$ cat config.mk
export PLATFORM = sky130hd
export DESIGN_NAME = seg7_scan_driver
export DESIGN_NICKNAME = d
export VERILOG_FILES = /design/src/rtl/seg7_scan_driver.sv
export SDC_FILE = /design/constraint.sdc
export NUM_CORES = 1
export LEC_CHECK = 0
export CAP_MARGIN = 20
export CORE_ASPECT_RATIO = 0.75
export CORE_MARGIN = 2
export CORE_UTILIZATION = 30
export DETAILED_ROUTE_END_ITERATION = 10
export GPL_TIMING_DRIVEN = 0
export PLACE_DENSITY = 0.6
export RECOVER_POWER = 25
export SYNTH_ARGS = -nofsm -noshare
export SYNTH_HDL_FRONTEND = slang
export SYNTH_SLANG_ARGS = --single-unit
export TNS_END_PERCENT = 10
$ cat constraint.sdc
create_clock -name clk -period 4.9 [get_ports clk]
set_input_delay 0.98 -clock clk [delete_from_list [all_inputs] [get_ports clk]]
set_output_delay 0.98 -clock clk [all_outputs]
set_load 0.1 [all_outputs]
$ cat src/rtl/seg7_scan_driver.sv
// Time-multiplexed 7-segment driver: tear-free double-buffered value, per-slot
// ghost blanking, BCD/hex decode and leading-zero suppression.
module seg7_scan_driver #(
  parameter int DIGITS         = 6,
  parameter int SCAN_DIV       = 5000,
  parameter int BLANK_CYC      = 2,
  parameter bit SEG_ACTIVE_LOW = 1'b1,
  parameter bit DIG_ACTIVE_LOW = 1'b1
) (
  input  logic                  clk,
  input  logic                  reset_n,
  input  logic [4*DIGITS-1:0]   value,
  input  logic [DIGITS-1:0]     dp_in,
  input  logic                  load,
  input  logic                  hex_mode,
  input  logic                  lz_blank,
  input  logic                  blank_all,
  output logic [6:0]            seg,
  output logic                  dp,
  output logic [DIGITS-1:0]     dig_en,
  output logic                  frame_done
);

  localparam int CW = $clog2(SCAN_DIV);
  localparam int IW = (DIGITS > 1) ? $clog2(DIGITS) : 1;
  localparam logic [CW-1:0]     CNT_LAST = CW'(SCAN_DIV - 1);
  localparam logic [IW-1:0]     IDX_LAST = IW'(DIGITS - 1);
  localparam logic [6:0]        SEG_OFF  = {7{SEG_ACTIVE_LOW}};
  localparam logic [DIGITS-1:0] DIG_OFF  = {DIGITS{DIG_ACTIVE_LOW}};

  logic [CW-1:0]       cnt;
  logic [IW-1:0]       idx;
  logic [4*DIGITS-1:0] shadow_val, active_val;
  logic [DIGITS-1:0]   shadow_dp, active_dp;
  logic                pending;
  logic                boundary;

  assign boundary = (cnt == CNT_LAST) && (idx == IDX_LAST);

  function automatic logic [6:0] decode(input logic [3:0] nib, input logic hex);
    logic [6:0] p;
    case (nib)
      4'h0: p = 7'h3F;  4'h1: p = 7'h06;  4'h2: p = 7'h5B;  4'h3: p = 7'h4F;
      4'h4: p = 7'h66;  4'h5: p = 7'h6D;  4'h6: p = 7'h7D;  4'h7: p = 7'h07;
      4'h8: p = 7'h7F;  4'h9: p = 7'h6F;  4'hA: p = 7'h77;  4'hB: p = 7'h7C;
      4'hC: p = 7'h39;  4'hD: p = 7'h5E;  4'hE: p = 7'h79;  default: p = 7'h71;
    endcase
    if (!hex && nib > 4'h9) p = 7'h40;
    return p;
  endfunction

  always_ff @(posedge clk or negedge reset_n) begin
    if (!reset_n) begin
      cnt <= '0;
      idx <= '0;
    end else if (cnt == CNT_LAST) begin
      cnt <= '0;
      idx <= (idx == IDX_LAST) ? '0 : idx + 1'b1;
    end else begin
      cnt <= cnt + 1'b1;
    end
  end

  // load is a one-cycle strobe with no back-pressure: it is accepted on every
  // cycle it is high, the latest one wins, and the display only picks it up at
  // a frame boundary (directly, when the strobe lands on the boundary itself).
  always_ff @(posedge clk or negedge reset_n) begin
    if (!reset_n) begin
      shadow_val <= '0;
      shadow_dp  <= '0;
      active_val <= '0;
      active_dp  <= '0;
      pending    <= 1'b0;
    end else if (load && boundary) begin
      shadow_val <= value;
      shadow_dp  <= dp_in;
      active_val <= value;
      active_dp  <= dp_in;
      pending    <= 1'b0;
    end else if (load) begin
      shadow_val <= value;
      shadow_dp  <= dp_in;
      pending    <= 1'b1;
    end else if (boundary && pending) begin
      active_val <= shadow_val;
      active_dp  <= shadow_dp;
      pending    <= 1'b0;
    end
  end

  always_ff @(posedge clk or negedge reset_n) begin
    if (!reset_n) frame_done <= 1'b0;
    else          frame_done <= boundary;
  end

  logic [3:0]        cur_nib;
  logic              cur_dp;
  logic              cur_lz;
  logic              zero_run;
  logic [DIGITS-1:0] lz_mask;
  logic [DIGITS-1:0] onehot;
  logic [6:0]        pat;
  logic              show;

  always_comb begin
    zero_run = 1'b1;
    lz_mask  = '0;
    // Walk down from the top digit; digit 0 always stays lit.
    for (int i = DIGITS - 1; i > 0; i--) begin
      zero_run   = zero_run & (active_val[4*i +: 4] == 4'h0);
      lz_mask[i] = zero_run;
    end
    cur_nib = '0;
    cur_dp  = 1'b0;
    cur_lz  = 1'b0;
    onehot  = '0;
    for (int i = 0; i < DIGITS; i++) begin
      onehot[i] = (idx == IW'(i));
      if (idx == IW'(i)) begin
        cur_nib = active_val[4*i +: 4];
        cur_dp  = active_dp[i];
        cur_lz  = lz_mask[i];
      end
    end
    pat = decode(cur_nib, hex_mode);
    if (lz_blank && cur_lz) pat = 7'h00;
    show = (int'(cnt) >= BLANK_CYC) && !blank_all;
  end

  always_ff @(posedge clk or negedge reset_n) begin
    if (!reset_n) begin
      seg    <= SEG_OFF;
      dp     <= SEG_ACTIVE_LOW;
      dig_en <= DIG_OFF;
    end else if (show) begin
      seg    <= pat ^ SEG_OFF;
      dp     <= cur_dp ^ SEG_ACTIVE_LOW;
      dig_en <= onehot ^ DIG_OFF;
    end else begin
      seg    <= SEG_OFF;
      dp     <= SEG_ACTIVE_LOW;
      dig_en <= DIG_OFF;
    end
  end

endmodule
Word level (Yosys, flattened, before mapping)
Memory sizes are Yosys's and may differ from the RTL's.
Cells that the tools add are included.
W data, S select, Z words.
- bits in writable memories: 0
- memories kept: 1
- output and inout bits: 15
- ROM bits: 112
- register bits after elaboration: 92
- latch bits: 0
- memory list (name ; depth ; bits a word ; rd ports ; clocked after Yosys merged registers in ; write ports ; RTL line ; source):
    (no name shown) ; 16 ; 7 ; 1 ; 0 ; 0 ; 42 ; case (nib)
- $mul: 0
- reductions and logical operators: 18
- bitwise logic cells: 7
- add/subtract/negate cells: 2
- multiplexer cells: 37
- eq/ne operators: 7
- magnitude comparators: 2
- shift-type cells: 0
- div/mod/pow operators: 0
- operators by type and width (cell ; count):
    $mux W24 ; 5
    $mux W6 ; 6
    $mux W4 ; 6
    $mux W7 ; 3
    $logic_not A4 Y1 ; 5
    $mux W1 ; 15
    $add A13 B1 Y13 const B ; 1
    $eq A13 B13 Y1 const B ; 1
    $ge A13 B2 Y1 const B ; 1
    $mux W13 ; 1
    $not A7 Y7 ; 1
    $eq A3 B2 Y1 const B ; 2
    $eq A3 B3 Y1 const B ; 2
    $logic_and A1 B1 Y1 ; 6
    $not A6 Y6 ; 1
    $and A1 B1 Y1 ; 4
    $gt A4 B4 Y1 const B ; 1
    $reduce_bool A2 Y1 ; 2
    $add A3 B1 Y3 const B ; 1
    $eq A3 B1 Y1 const B ; 1
    $logic_not A3 Y1 ; 1
    $mux W3 ; 1
    $reduce_bool A3 Y1 ; 1
    $logic_not A1 Y1 ; 2
    3 further kinds ; 3

Depth between registers and ports, before layout
- depth in word-level cells: 14
- depth in mapped cells: 14

Worst setup path before layout
No wires, ideal clock.
- path kind: register to register
- start: register idx[0]
- end: register seg[2]
- arrival: 2.837 ns
- path slack: 1.952 ns
- buffers on the path: 4
- cell stages (with the launch flop): 14
- cell sequence: dfrtp_1 -> buf_2 -> buf_4 -> buf_1 -> and2_1 -> ha_1 -> clkbuf_1 -> a21oi_1 -> o21ai_0 -> a31oi_1 -> ha_1 -> o22ai_1 -> a21boi_1 -> o311ai_0
- longest elaborated chain between the ends: 13
- RTL lines (what ; RTL line ; source):
    start: declaration ; 32 ; logic [IW-1:0] idx;
    start signal: assignment ; 58 ; idx <= (idx == IDX_LAST) ? '0 : idx + 1'b1;
    $logic_not A3 Y1 ; 119 ; if (idx == IW'(i)) begin
    $mux W4 (6 in series) ; 119 ;
    $gt A4 B4 Y1 ; 48 ; if (!hex && nib > 4'h9) p = 7'h40;
    $logic_and A1 B1 Y1 ; 48 ;
    $mux W7 ; 48 ;
    $mux W7 * ; 126 ; if (lz_blank && cur_lz) pat = 7'h00;
    $not A7 Y7 (no line) * ; n/a ;
    $mux W7 * ; 135 ; end else if (show) begin
    end signal: assignment ; 136 ; seg <= pat ^ SEG_OFF;
    end: declaration ; 18 ; output logic [6:0] seg,
Mark *: on every way between the ends. The rest lies on a longest branch, timed or not.
A chain may end at the register's enable or synchronous reset.

Final worst setup path
Same ends and word-level chain as after synthesis.

==> results.tsv <==
metric	value	unit
adder-cell share of the synthesized area	0.0263	
xor/xnor share of the synthesized area	0.0225	
Fmax achieved	265	MHz
final WL	8750	µm
most frequent cells in the layout	dfrtp_1 (78), clkdlybuf4s50_1 (48), mux2_2 (35), mux2_4 (27), nand2_1 (26)	
global route overflow	0	
fin nets	446	
io pins	51	
Via density	4.67	
CTS tree	built	
endpoints failing setup	0	
largest cells by area after synthesis	dfrtp_1 (46%), mux2_4 (9.5%), mux2_2 (9.2%)	
Die W	142	µm
FP Rows	37	
first-pass GRT wire length	14500	µm
minimum clock period	3.77	ns
fraction of the mapped netlist area in compound gates	0.0674	
Worst-Margin Slew	1.72	ns
EDFF count, synth	0	
skew final	0.00659	ns
main combinational cell family by area after synthesis	multiplexers	
Num CTS Buffers	9	
asr flop ratio synth	1.00	
Synth Cell Area	4290	µm²
DR iter-0 viols	179	
placed cells	565	
initial antenna violation count	0	
Worst Setup End Kind	flip-flop	
clk_lat worst skew	0.34	ns
total power	1.64	mW
power per cell area	308	nW/µm²
Vert. Die Dim	108	µm
commonest non-fill, non-tap cell in the layout	dfrtp_1	
Final GP Congestion	0.878	
simple-gate area share of the yosys netlist	0.106	
peak supply drop	0.140	mV
first-pass detailed-route iteration total	4	
Root Driver	clkbuf_16	
RSZ-0062 raised after global routing	false	
PortBufs	49	
area grow syn2layout	23.9	%
FF+latch count, synth	92	
Sink Count	92	
postcts setup bufs	0	
share of cells above drive strength 1	0.264	
Max Slew Vio Count	34	
# DRC	0	
syn avg cell area	12.6	µm²
post-synthesis sequential area ratio	0.541	
critical path peak fanout	10	
final setup TNS	0	ns
Initial Util	0.310	
share of the synthesized area in the top cell type	0.455	
number of global-route vias before repair	2831	
final cell count without fillers	581	
distinct cell type count after synthesis	45	
GRT Resource Usage Total	0.123	
CTS resizes	0	
Rel. slew slack	-0.148	
Req. time, crit path	5.12	ns
critical path class	reg2reg	
Tcrit/Tclk final	0.769	
hold crit path type	reg2reg	
mux cell area share after synthesis	0.208	
largest net degree at the start of global routing	61	
CORE AREA	13800	µm²
wire per inst	15.1	µm
Synth area leader	dfrtp_1	
Arr. time, crit path	3.98	ns
Post-synth top flop	dfrtp_1	
detailed-route via count	2714	
clk slew on worst S/H paths	0.06	ns
CTS H-tree depth	3	
# hold bufs at CTS	0	
Worst Setup Start Kind	flip-flop	
failing checks	max-capacitance violations, max-slew violations	
Synth Instances	340	
Die ar.	15300	µm²
max-cap violations	1	
ANT nets after route	0	
hpwl dp	6420	µm
antenna fix cells	0	
Leakage	2.39	nW
final hold vios	0	
syn nets	385	
status	finished, violations left	
Max clock buf depth	2	
YS warnings	0	
routing by layer:
layer,vias up,routed length [µm],GRT usage
li1,1321,-,-
met1,1329,4730,0.187
met2,60,3580,0.166
met3,4,384,0.0338
met4,0,50,0.0414
met5,-,0,0
per-stage QoR:
step	setup WS (ns)	util	hold slack, ns	area, µm²
finish	1.13	0.384	0.488	5310
global route	0.777	0.384	0.517	5310
CTS	1.12	0.385	0.492	5340
detailed placement	1.13	0.363	0.484	5020
global placement	-0.421	0.361	0.476	4990
floorplan	1.95	-	0.451	4290
worst max-delay path, cell delays in order (launching register included):
cell	delay (ns)
dfrtp_1	0.33
buf_2	0.19
buf_4	0.22
buf_1	0.44
and2_1	0.20
ha_1	0.20
clkbuf_1	0.38
nand2b_1	0.11
a31oi_1	0.52
ha_1	0.30
o22ai_1	0.09
a21boi_1	0.39
o311ai_0	0.26
Yosys cell counts, types with 2 or more instances:
library cell  instances
mux2i_1               9
nand2b_1              5
nor4_1                4
nor2_1               20
clkbuf_1              5
and3_1                3
xnor2_1               4
xor2_1                7
mux2_4               27
or4_1                 2
buf_2                 5
a221oi_1              2
o221ai_1              3
a22oi_1               3
ha_1                  9
nand3_1              11
o21ai_0              16
mux2_2               35
nor2b_1               5
a21oi_1               8
and2_1                2
or2_2                 2
dfrtp_1              78
nor3b_1               3
a31oi_1               4
dfstp_2              14
buf_1                 2
nand2_1              26
inv_1                 8
buf_6                 3
sequential cells by signal, summed over array words and instances, names as in the netlist, 3 cells and up:
signal and cells:
shadow_dp 6, active_val 24, active_dp 6, shadow_val 24, idx 3, dig_en 6, seg 7, cnt 13
area by class of cell:
class | count | area (µm²)
timing repair buffer | 50 | 489
inverter | 8 | 30.0
multi-input combinational | 224 | 1840
clock inverter | 3 | 45.0
sequential | 92 | 2320
clock buffer | 13 | 270
fill | 1321 | 8530
buffer | 16 | 92.6
tap | 175 | 219
power breakdown:
group	leakage [nW]	internal [mW]	switching (mW)
clock network	0.148	0.437	0.276
logic	1.09	0.0559	0.0682
registers	1.15	0.791	0.00802
cells by family after synthesis:
| group | count (synthesis) |
|---|---|
| compound gates | 45 |
| mux | 71 |
| flops | 92 |
| fa+ha+maj | 9 |
| buf+inv | 24 |
| xor+xnor | 11 |
| simple gates | 88 |
path summary, 6_finish.rpt:
kind                       startpoint              to  slack, ns  cells after the start
max in group asynchronous     reset_n  shadow_val[13]       1.60                      2
min in group asynchronous     reset_n  shadow_val[23]       1.09                      1
min                            cnt[0]          cnt[0]       0.49                      1
max                            idx[0]          seg[2]       1.13                     12
min reg2reg                    cnt[0]          cnt[0]       0.49                      1
max reg2reg                    idx[0]          seg[2]       1.13                     12
Note: power is estimated with default switching activity, not from simulation.
